`config.mk`:
```
export PLATFORM = sky130hd
export DESIGN_NAME = sipo_frame_rx
export DESIGN_NICKNAME = d
export VERILOG_FILES = /design/src/rtl/sipo_frame_pkg.sv /design/src/rtl/sipo_out_reg.sv /design/src/rtl/sipo_frame_rx.sv
export SDC_FILE = /design/constraint.sdc
export NUM_CORES = 1
export LEC_CHECK = 0
export ABC_AREA = 1
export BUFFER_PORTS_ARGS = -buffer_cell sky130_fd_sc_hd__buf_4
export CAP_MARGIN = 40
export CORE_MARGIN = 5
export CORE_UTILIZATION = 50
export DETAILED_ROUTE_END_ITERATION = 8
export GPL_ROUTABILITY_DRIVEN = 0
export GPL_TIMING_DRIVEN = 1
export PLACE_DENSITY = 0.75
export SYNTH_ARGS = -nofsm -noshare
export SYNTH_HDL_FRONTEND = slang
export SYNTH_SLANG_ARGS = --single-unit
```
`constraint.sdc`:
```
create_clock -name clk -period 2.4 [get_ports clk]
set_input_delay 0.12 -clock clk [delete_from_list [all_inputs] [get_ports clk]]
set_output_delay 0.12 -clock clk [all_outputs]
set_load 0.05 [all_outputs]
```
`src/rtl/sipo_frame_pkg.sv`:
```
// Shared types and framing constants for the serial frame receiver.
package sipo_frame_pkg;

  // Receiver FSM states; ST_PARITY is only reachable in parity builds.
  typedef enum logic [1:0] {
    ST_IDLE   = 2'd0,
    ST_DATA   = 2'd1,
    ST_PARITY = 2'd2,
    ST_STOP   = 2'd3
  } rx_state_e;

  localparam logic START_BIT  = 1'b1;
  localparam logic STOP_BIT   = 1'b0;
  localparam logic IDLE_LEVEL = 1'b0;

endpackage

```
`src/rtl/sipo_out_reg.sv`:
```
// Output holding register: keeps the last good word under a valid/ack
// handshake and flags words dropped while the consumer has not acknowledged.
module sipo_out_reg #(
  parameter int unsigned NBIT = 5
) (
  input  logic            clk,
  input  logic            clr,
  input  logic            good_frame,
  input  logic [NBIT-1:0] word_in,
  input  logic            rd_ack,
  output logic [NBIT-1:0] data_out,
  output logic            data_valid,
  output logic            overrun
);

  logic [NBIT-1:0] data_q, data_d;
  logic            valid_q, valid_d;
  logic            overrun_q, overrun_d;

  // Next-state: a good frame loads if the slot is free or being acked this cycle.
  always_comb begin
    data_d    = data_q;
    valid_d   = valid_q;
    overrun_d = overrun_q;
    if (good_frame) begin
      if (!valid_q || rd_ack) begin
        data_d    = word_in;
        valid_d   = 1'b1;
        overrun_d = 1'b0;
      end else begin
        overrun_d = 1'b1;
      end
    end else if (rd_ack && valid_q) begin
      valid_d   = 1'b0;
      overrun_d = 1'b0;
    end
  end

  // Holding register state.
  always_ff @(posedge clk or negedge clr) begin
    if (!clr) begin
      data_q    <= '0;
      valid_q   <= 1'b0;
      overrun_q <= 1'b0;
    end else begin
      data_q    <= data_d;
      valid_q   <= valid_d;
      overrun_q <= overrun_d;
    end
  end

  assign data_out   = data_q;
  assign data_valid = valid_q;
  assign overrun    = overrun_q;

endmodule

```
`src/rtl/sipo_frame_rx.sv`:
```
// Serial-to-parallel frame receiver: start bit 1, NBIT data bits LSB first,
// optional even-parity bit, stop bit 0.
// Define SIPO_FRAME_RX_PARITY_EN to enable the parity bit and parity_err.
module sipo_frame_rx
  import sipo_frame_pkg::*;
#(
  parameter int unsigned NBIT = 5
) (
  input  logic            clk,
  input  logic            clr,
  input  logic            data_in,
  input  logic            rd_ack,
  output logic [NBIT-1:0] data_out,
  output logic            data_valid,
  output logic            frame_err,
  output logic            parity_err,
  output logic            overrun,
  output logic            busy
);

  localparam int unsigned   CW       = $clog2(NBIT + 1);
  localparam logic [CW-1:0] LAST_IDX = CW'(NBIT - 1);

  rx_state_e       state_q, state_d;
  logic [CW-1:0]   cnt_q, cnt_d;
  logic [NBIT-1:0] shreg_q, shreg_d;
  logic            busy_q, busy_d;
  logic            frame_err_q, frame_err_d;
  logic            good_frame;
  logic            stop_ok;
  logic            par_ok;
`ifdef SIPO_FRAME_RX_PARITY_EN
  logic            par_bit_q, par_bit_d;
  logic            parity_err_q, parity_err_d;
`endif

  // FSM next-state, shifter and error-pulse decode.
  always_comb begin
    state_d     = state_q;
    cnt_d       = cnt_q;
    shreg_d     = shreg_q;
    frame_err_d = 1'b0;
    good_frame  = 1'b0;
    stop_ok     = (data_in == STOP_BIT);
`ifdef SIPO_FRAME_RX_PARITY_EN
    par_bit_d    = par_bit_q;
    parity_err_d = 1'b0;
    par_ok       = ((^shreg_q) == par_bit_q);
`else
    par_ok       = 1'b1;
`endif
    case (state_q)
      ST_IDLE: begin
        if (data_in == START_BIT) begin
          state_d = ST_DATA;
          cnt_d   = '0;
        end
      end
      ST_DATA: begin
        shreg_d[cnt_q] = data_in;
        cnt_d          = cnt_q + CW'(1);
        if (cnt_q == LAST_IDX) begin
`ifdef SIPO_FRAME_RX_PARITY_EN
          state_d = ST_PARITY;
`else
          state_d = ST_STOP;
`endif
        end
      end
      ST_PARITY: begin
`ifdef SIPO_FRAME_RX_PARITY_EN
        par_bit_d = data_in;
        state_d   = ST_STOP;
`else
        state_d   = ST_IDLE;
`endif
      end
      ST_STOP: begin
        // Stop bit is consumed here; a 1 is an error, never a new start.
        state_d     = ST_IDLE;
        frame_err_d = !stop_ok;
`ifdef SIPO_FRAME_RX_PARITY_EN
        parity_err_d = !par_ok;
`endif
        good_frame  = stop_ok && par_ok;
      end
      default: state_d = ST_IDLE;
    endcase
    busy_d = (state_d != ST_IDLE);
  end

  // FSM, shifter and registered status outputs.
  always_ff @(posedge clk or negedge clr) begin
    if (!clr) begin
      state_q      <= ST_IDLE;
      cnt_q        <= '0;
      shreg_q      <= '0;
      busy_q       <= 1'b0;
      frame_err_q  <= 1'b0;
`ifdef SIPO_FRAME_RX_PARITY_EN
      par_bit_q    <= 1'b0;
      parity_err_q <= 1'b0;
`endif
    end else begin
      state_q      <= state_d;
      cnt_q        <= cnt_d;
      shreg_q      <= shreg_d;
      busy_q       <= busy_d;
      frame_err_q  <= frame_err_d;
`ifdef SIPO_FRAME_RX_PARITY_EN
      par_bit_q    <= par_bit_d;
      parity_err_q <= parity_err_d;
`endif
    end
  end

  sipo_out_reg #(
    .NBIT(NBIT)
  ) u_out_reg (
    .clk       (clk),
    .clr       (clr),
    .good_frame(good_frame),
    .word_in   (shreg_q),
    .rd_ack    (rd_ack),
    .data_out  (data_out),
    .data_valid(data_valid),
    .overrun   (overrun)
  );

  assign busy      = busy_q;
  assign frame_err = frame_err_q;
`ifdef SIPO_FRAME_RX_PARITY_EN
  assign parity_err = parity_err_q;
`else
  assign parity_err = 1'b0;
`endif

endmodule

```
==> flow_summary.yaml, run 1 <==
run_status:
  outcome: "completed"
pwr:
  power_w: 0.00147
  peakVddDrop_uv: 848
  power_density_nw_per_um2: 1500
  leakage_nw: 0.519
timing:
  setup-violations-final: 0
  holdWs_ns: 0.0896
  fin_setup_tns_ns: 0
  fin_crit_sh_pct: 48.9
  fin_crit_ns: 1.17
  rsz0062_at_grt: "no"
  slew_violations: 0
  timing.clock.skew_ns: 0.00331
  max_freq_ghz: 0.852
  finalHoldViolCount: 0
yosys:
  syn_area_per_cell_um2: 8.69
  ys_seq_elements: 19
  netlist_instances: 96
  yosysSeqAreaShare_pct: 57.0
  synthesis.area_um2: 835
  synth_fp_nets: 102
  ys_types: 18
  yosysWarnings: 0
critical_path:
  critPathLaunchType: "register"
  worst-setup-path-type: "reg2reg"
  crit_required_ns: 2.59
  cp-end-kind: "register"
  worstPathArrival_ns: 1.36
  crit_path_max_fanout: 6
clock_tree:
  cts_setup_buffers: 0
  numCtsBuffers: 3
  cts_resized: 0
  path_clk_slew_ns: 0.11
  cts_tree: "built"
  cts_buffer_depth: 2
  cts_sinks: 19
  cts_max_level: 1
  clk_latency_ns: 0.29
  cts-root-buf: "clkbuf_4"
placement:
  port_buffers: 12
  place_inst: 123
  dp_hpwl_um: 1150
finish:
  diodes: 0
  layout_commonest_cell: "nand2_1"
  nNetsFinal: 119
  multi_input_area_um2: 322
  n_fill_cell: 149
  layout_common_cells: "nand2_1, dfrtp_1, buf_4, nand3_1, nor2_1"
  fin_util_pct: 63.2
  drive_above_1_share_pct: 19.6
  stdcell_count: 128
  register_area_um2: 475
  syn_to_final_growth_pct: 16.8
floorplan:
  die_h_um: 50.9
  num_rows: 14
  fp.coreArea_um2: 1540
  die_area_um2: 2590
  start_util_pct: 54.1
  die_w_um: 50.9
  top_level_ports: 14
grt:
  grt_overflow: 0
  grt_pass1_vias: 646
  antenna_found_initial: 0
  grt_pass1_wl_um: 2800
  grt_max_degree: 20
  grt_usage_pct: 14.1
routing:
  drt_pre_antenna_iters: 4
  met1Wirelength_um: 707
  dr_wl_met2_um: 718
  ant_nets: 0
  met3WireLength_um: 100
  drt-wirelength-per-cell_um: 12.0
  via_count: 653
  drc: 0
  top_layer: "met4"
  viasPerCell: 5.10
  initialDrtViolationCount: 13
  routed_wl_um: 1540
hold_path:
  hp-class: "in2reg"
job:
  cap_violations: 0
==> registers in the layout (all words and copies together) (netlist names) <==
signal,flops
state_q,2
frame_err,1
cnt_q,3
u_out_reg.data_out,5
busy,1
u_out_reg.overrun,1
u_out_reg.data_valid,1
shreg_q,5
==> synth_stat cells, drive strengths merged <==
cell type / n / share of area [%]
ha: 2 / 3.0
inv: 8 / 3.6
nor2: 11 / 6.1
o21ai: 6 / 4.0
nand4: 1 / 0.75
or2: 1 / 0.75
nand2: 34 / 15
buf: 1 / 0.90
conb: 1 / 0.45
nand3: 11 / 7.2
dfrtp: 19 / 57
o21bai: 1 / 0.90
==> final timing paths <==
path,from,end,slack [ns],cells after the start
min in group asynchronous,clr,shreg_q[1],0.22,2
worst max register to register,cnt_q[0],cnt_q[2],1.23,4
worst min register to register,shreg_q[1],shreg_q[1],0.49,2
max in group asynchronous,clr,state_q[0],1.98,2
worst min-delay path,data_in,shreg_q[3],0.09,3
worst max-delay path,cnt_q[0],cnt_q[2],1.23,4
==> per-stage QoR <==
stage | area [um^2] | setup WS, ns
floorplan | 835 | 1.11
global placement | 937 | 1.28
CTS | 975 | 1.23
detailed placement | 937 | 1.23
finish | 975 | 1.23
global route | 975 | 1.15
==> repair_timing <==
| item | 4_1_cts | 5_1_grt |
|---|---|---|
| endpoints found under the hold margin | 19 | 0 |
| hold buffers | 1 | 0 |
| endpoints found under the setup margin | 0 | 0 |
==> cells by family (layout without fill, tap and decap cells) <==
| family | Yosys count | in the layout | synth area share (%) |
|---|---|---|---|
| and+or+nand+nor | 58 | 58 | 30.1 |
| other | 1 | 1 | 0.449 |
| DFF | 19 | 19 | 57.0 |
| adders and majority gates | 2 | 2 | 3.00 |
| AOI/OAI and AO/OA | 7 | 7 | 4.95 |
| buffers and inverters | 9 | 25 | 4.50 |
==> area by class of cell <==
cell class | instances | area share (%)
well taps | 16 | 2.05
repair buffers | 13 | 10.3
flip-flops and latches | 19 | 48.8
multi-input cells | 68 | 33.0
clock inverters | 1 | 0.513
inverters | 8 | 3.08
clock buffers | 3 | 2.31
==> critical path: stages, from the launching register on <==
cell and delay [ns]:
dfrtp_1 0.45, ha_1 0.23, or2_2 0.27, nand3_1 0.06, o21ai_1 0.06
==> where the power goes <==
group	switching, W	internal, W
Sequential	0.000116	0.000464
Combinational	0.000498	0.000230
Clock	0.0000949	0.0000620
Total	0.000709	0.000756
==> routing by layer <==
layer	global-route usage (%)	up-vias
met5	0	-
met4	6.38	0
met3	3.78	2
met2	22.3	16
met1	17.9	306
li1	-	329
No activity file was read; power rests on OpenSTA's default activity.
==> run 2: changes to the inputs <==
--- a/config.mk
+++ b/config.mk
@@ -9,11 +9,11 @@
 export BUFFER_PORTS_ARGS = -buffer_cell sky130_fd_sc_hd__buf_4
 export CAP_MARGIN = 40
 export CORE_MARGIN = 5
-export CORE_UTILIZATION = 50
+export CORE_UTILIZATION = 47
 export DETAILED_ROUTE_END_ITERATION = 8
 export GPL_ROUTABILITY_DRIVEN = 0
 export GPL_TIMING_DRIVEN = 1
-export PLACE_DENSITY = 0.75
+export PLACE_DENSITY = 0.74
 export SYNTH_ARGS = -nofsm -noshare
 export SYNTH_HDL_FRONTEND = slang
 export SYNTH_SLANG_ARGS = --single-unit
==> constraint.sdc (replaced) <==
create_clock -name clk -period 1 [get_ports clk]
set_input_delay 0.05 -clock clk [delete_from_list [all_inputs] [get_ports clk]]
set_output_delay 0.05 -clock clk [all_outputs]
set_load 0.05 [all_outputs]
==> flow_summary.yaml, run 2 (synthesis results as in run 1) <==
timing:
  layout_setup_ws_ns: -0.0677
  fin_crit_sh_pct: 107
  timing.clock.skew_ns: 0.00459
  max_freq_ghz: 0.937
  finalHoldViolCount: 0
  slew_violations: 0
  setup-violations-final: 7
  rsz0062_at_grt: "yes"
  fin_crit_ns: 1.07
grt:
  grt_pass1_vias: 739
  antenna_found_initial: 0
  grt_overflow: 0
  grt_pass1_wl_um: 3040
  grt_usage_pct: 15.3
  grt_max_degree: 20
clock_tree:
  cts_tree: "built"
  clk_latency_ns: 0.30
  cts_buffer_depth: 2
  numCtsBuffers: 3
  cts-root-buf: "clkbuf_4"
  path_clk_slew_ns: 0.10
  cts_sinks: 19
  cts_max_level: 1
job:
  cap_violations: 0
routing:
  viasPerCell: 4.97
  drt_pre_antenna_iters: 4
  via_count: 736
  ant_nets: 0
  drc: 0
  routed_wl_um: 1880
  initialDrtViolationCount: 9
  drt-wirelength-per-cell_um: 12.7
critical_path:
  worst-setup-path-type: "reg2reg"
  cp-end-kind: "register"
  crit_path_max_fanout: 6
  crit_required_ns: 1.19
  critPathLaunchType: "register"
  ff2ff_path_depth: 4
  worstPathArrival_ns: 1.26
run_status:
  outcome: "complete, but fails checks"
  violations: "setup timing"
finish:
  register_area_um2: 480
  syn_to_final_growth_pct: 42.1
  postLayoutCellArea_um2: 1190
  fin_util_pct: 69.5
  n_fill_cell: 137
  multi_input_area_um2: 408
  layout_commonest_cell: "nand2_1"
  diodes: 0
  drive_above_1_share_pct: 42.3
  layout_common_cells: "nand2_1, buf_4, dfrtp_1, nand3_1, buf_6"
  nNetsFinal: 130
pwr:
  power_w: 0.00446
  peakVddDrop_uv: 2070
  power_density_nw_per_um2: 3760
  leakage_nw: 0.586
floorplan:
  top_level_ports: 14
  start_util_pct: 48.9
  fp.coreArea_um2: 1710
  num_rows: 15
  die_h_um: 52.1
  die_w_um: 52.1
  die_area_um2: 2720
placement:
  placed_area_um2: 1040
  port_buffers: 12
  dp_hpwl_um: 1230
  dp_slack_ns: -0.0703
hold_path:
  hold_depth: 4
  hp-class: "in2reg"
run 2: cell types whose count changed in the layout (fill, tap and decap cells not counted), moves of 2 or more:
cell	previous run	this run
nand2_2	0	2
dfrtp_2	0	4
dfrtp_1	19	15
buf_6	0	7
nand3_1	10	8
buf_4	12	16
nor2_1	9	4
nand2_1	34	31
nor2_2	1	4
nor2_4	1	3
inv_1	7	4
inv_2	1	4
nand3_4	0	2
run 2: layout make-up:
| class | instances | area share, % |
|---|---|---|
| Clock inverter | 1 | 0.422 |
| Tap cell | 25 | 2.64 |
| Clock buffer | 3 | 1.90 |
| Inverter | 8 | 2.53 |
| Sequential cell | 19 | 40.5 |
| Timing Repair Buffer | 24 | 17.6 |
| Multi-Input combinational cell | 68 | 34.4 |
run 2: layer usage:
| layer | global-route usage, % | up-vias | share of wire (%) |
|---|---|---|---|
| li1 | - | 357 | - |
| met5 | 0 | - | 0 |
| met4 | 7.66 | 0 | 2.5 |
| met3 | 3.44 | 7 | 3.8 |
| met1 | 16.1 | 355 | 42 |
| met2 | 28.2 | 17 | 52 |
run 2: repair_timing:
action | in CTS | in global routing
setup endpoints to repair | 12 | 15
hold buffers | 1 | 0
buffers inserted | 0 | 2
resized for setup | 13 | 13
hold endpoints to repair | 19 | 0
pin swaps | 11 | 16
run 2: final timing paths:
path | slack [ns] | end | startpoint
setup / recovery | -0.07 | shreg_q[3] | cnt_q[2]
hold / removal | 0.03 | u_out_reg.data_valid | rd_ack
setup reg to reg | -0.07 | shreg_q[3] | cnt_q[2]
hold reg to reg | 0.48 | u_out_reg.data_out[3] | shreg_q[3]
max in group asynchronous | 0.64 | cnt_q[1] | clr
min in group asynchronous | 0.14 | cnt_q[0] | clr
run 2: through the flow:
stage	std cells	hold slack, ns	TNS, ns
2_1_floorplan	96	-0.246	-0.175
3_3_place_gp	141	-0.0652	-0.0650
3_5_place_dp	141	-0.0653	-0.193
4_1_cts	146	0.0125	-0.158
5_1_grt	148	0.0428	-1.00
6_report	148	0.0285	-0.301
run 2: report_power, final:
group          total, W  internal (W)  switching [W]
Combinational   0.00262       0.00109        0.00153
Clock          0.000389      0.000149       0.000240
Sequential      0.00145       0.00113       0.000323
run 2: critical path: stages, from the launching register on:
cell and delay, ns:
dfrtp_1 0.46, inv_1 0.17, nand2_1 0.10, o21ai_1 0.14, nand2_1 0.08
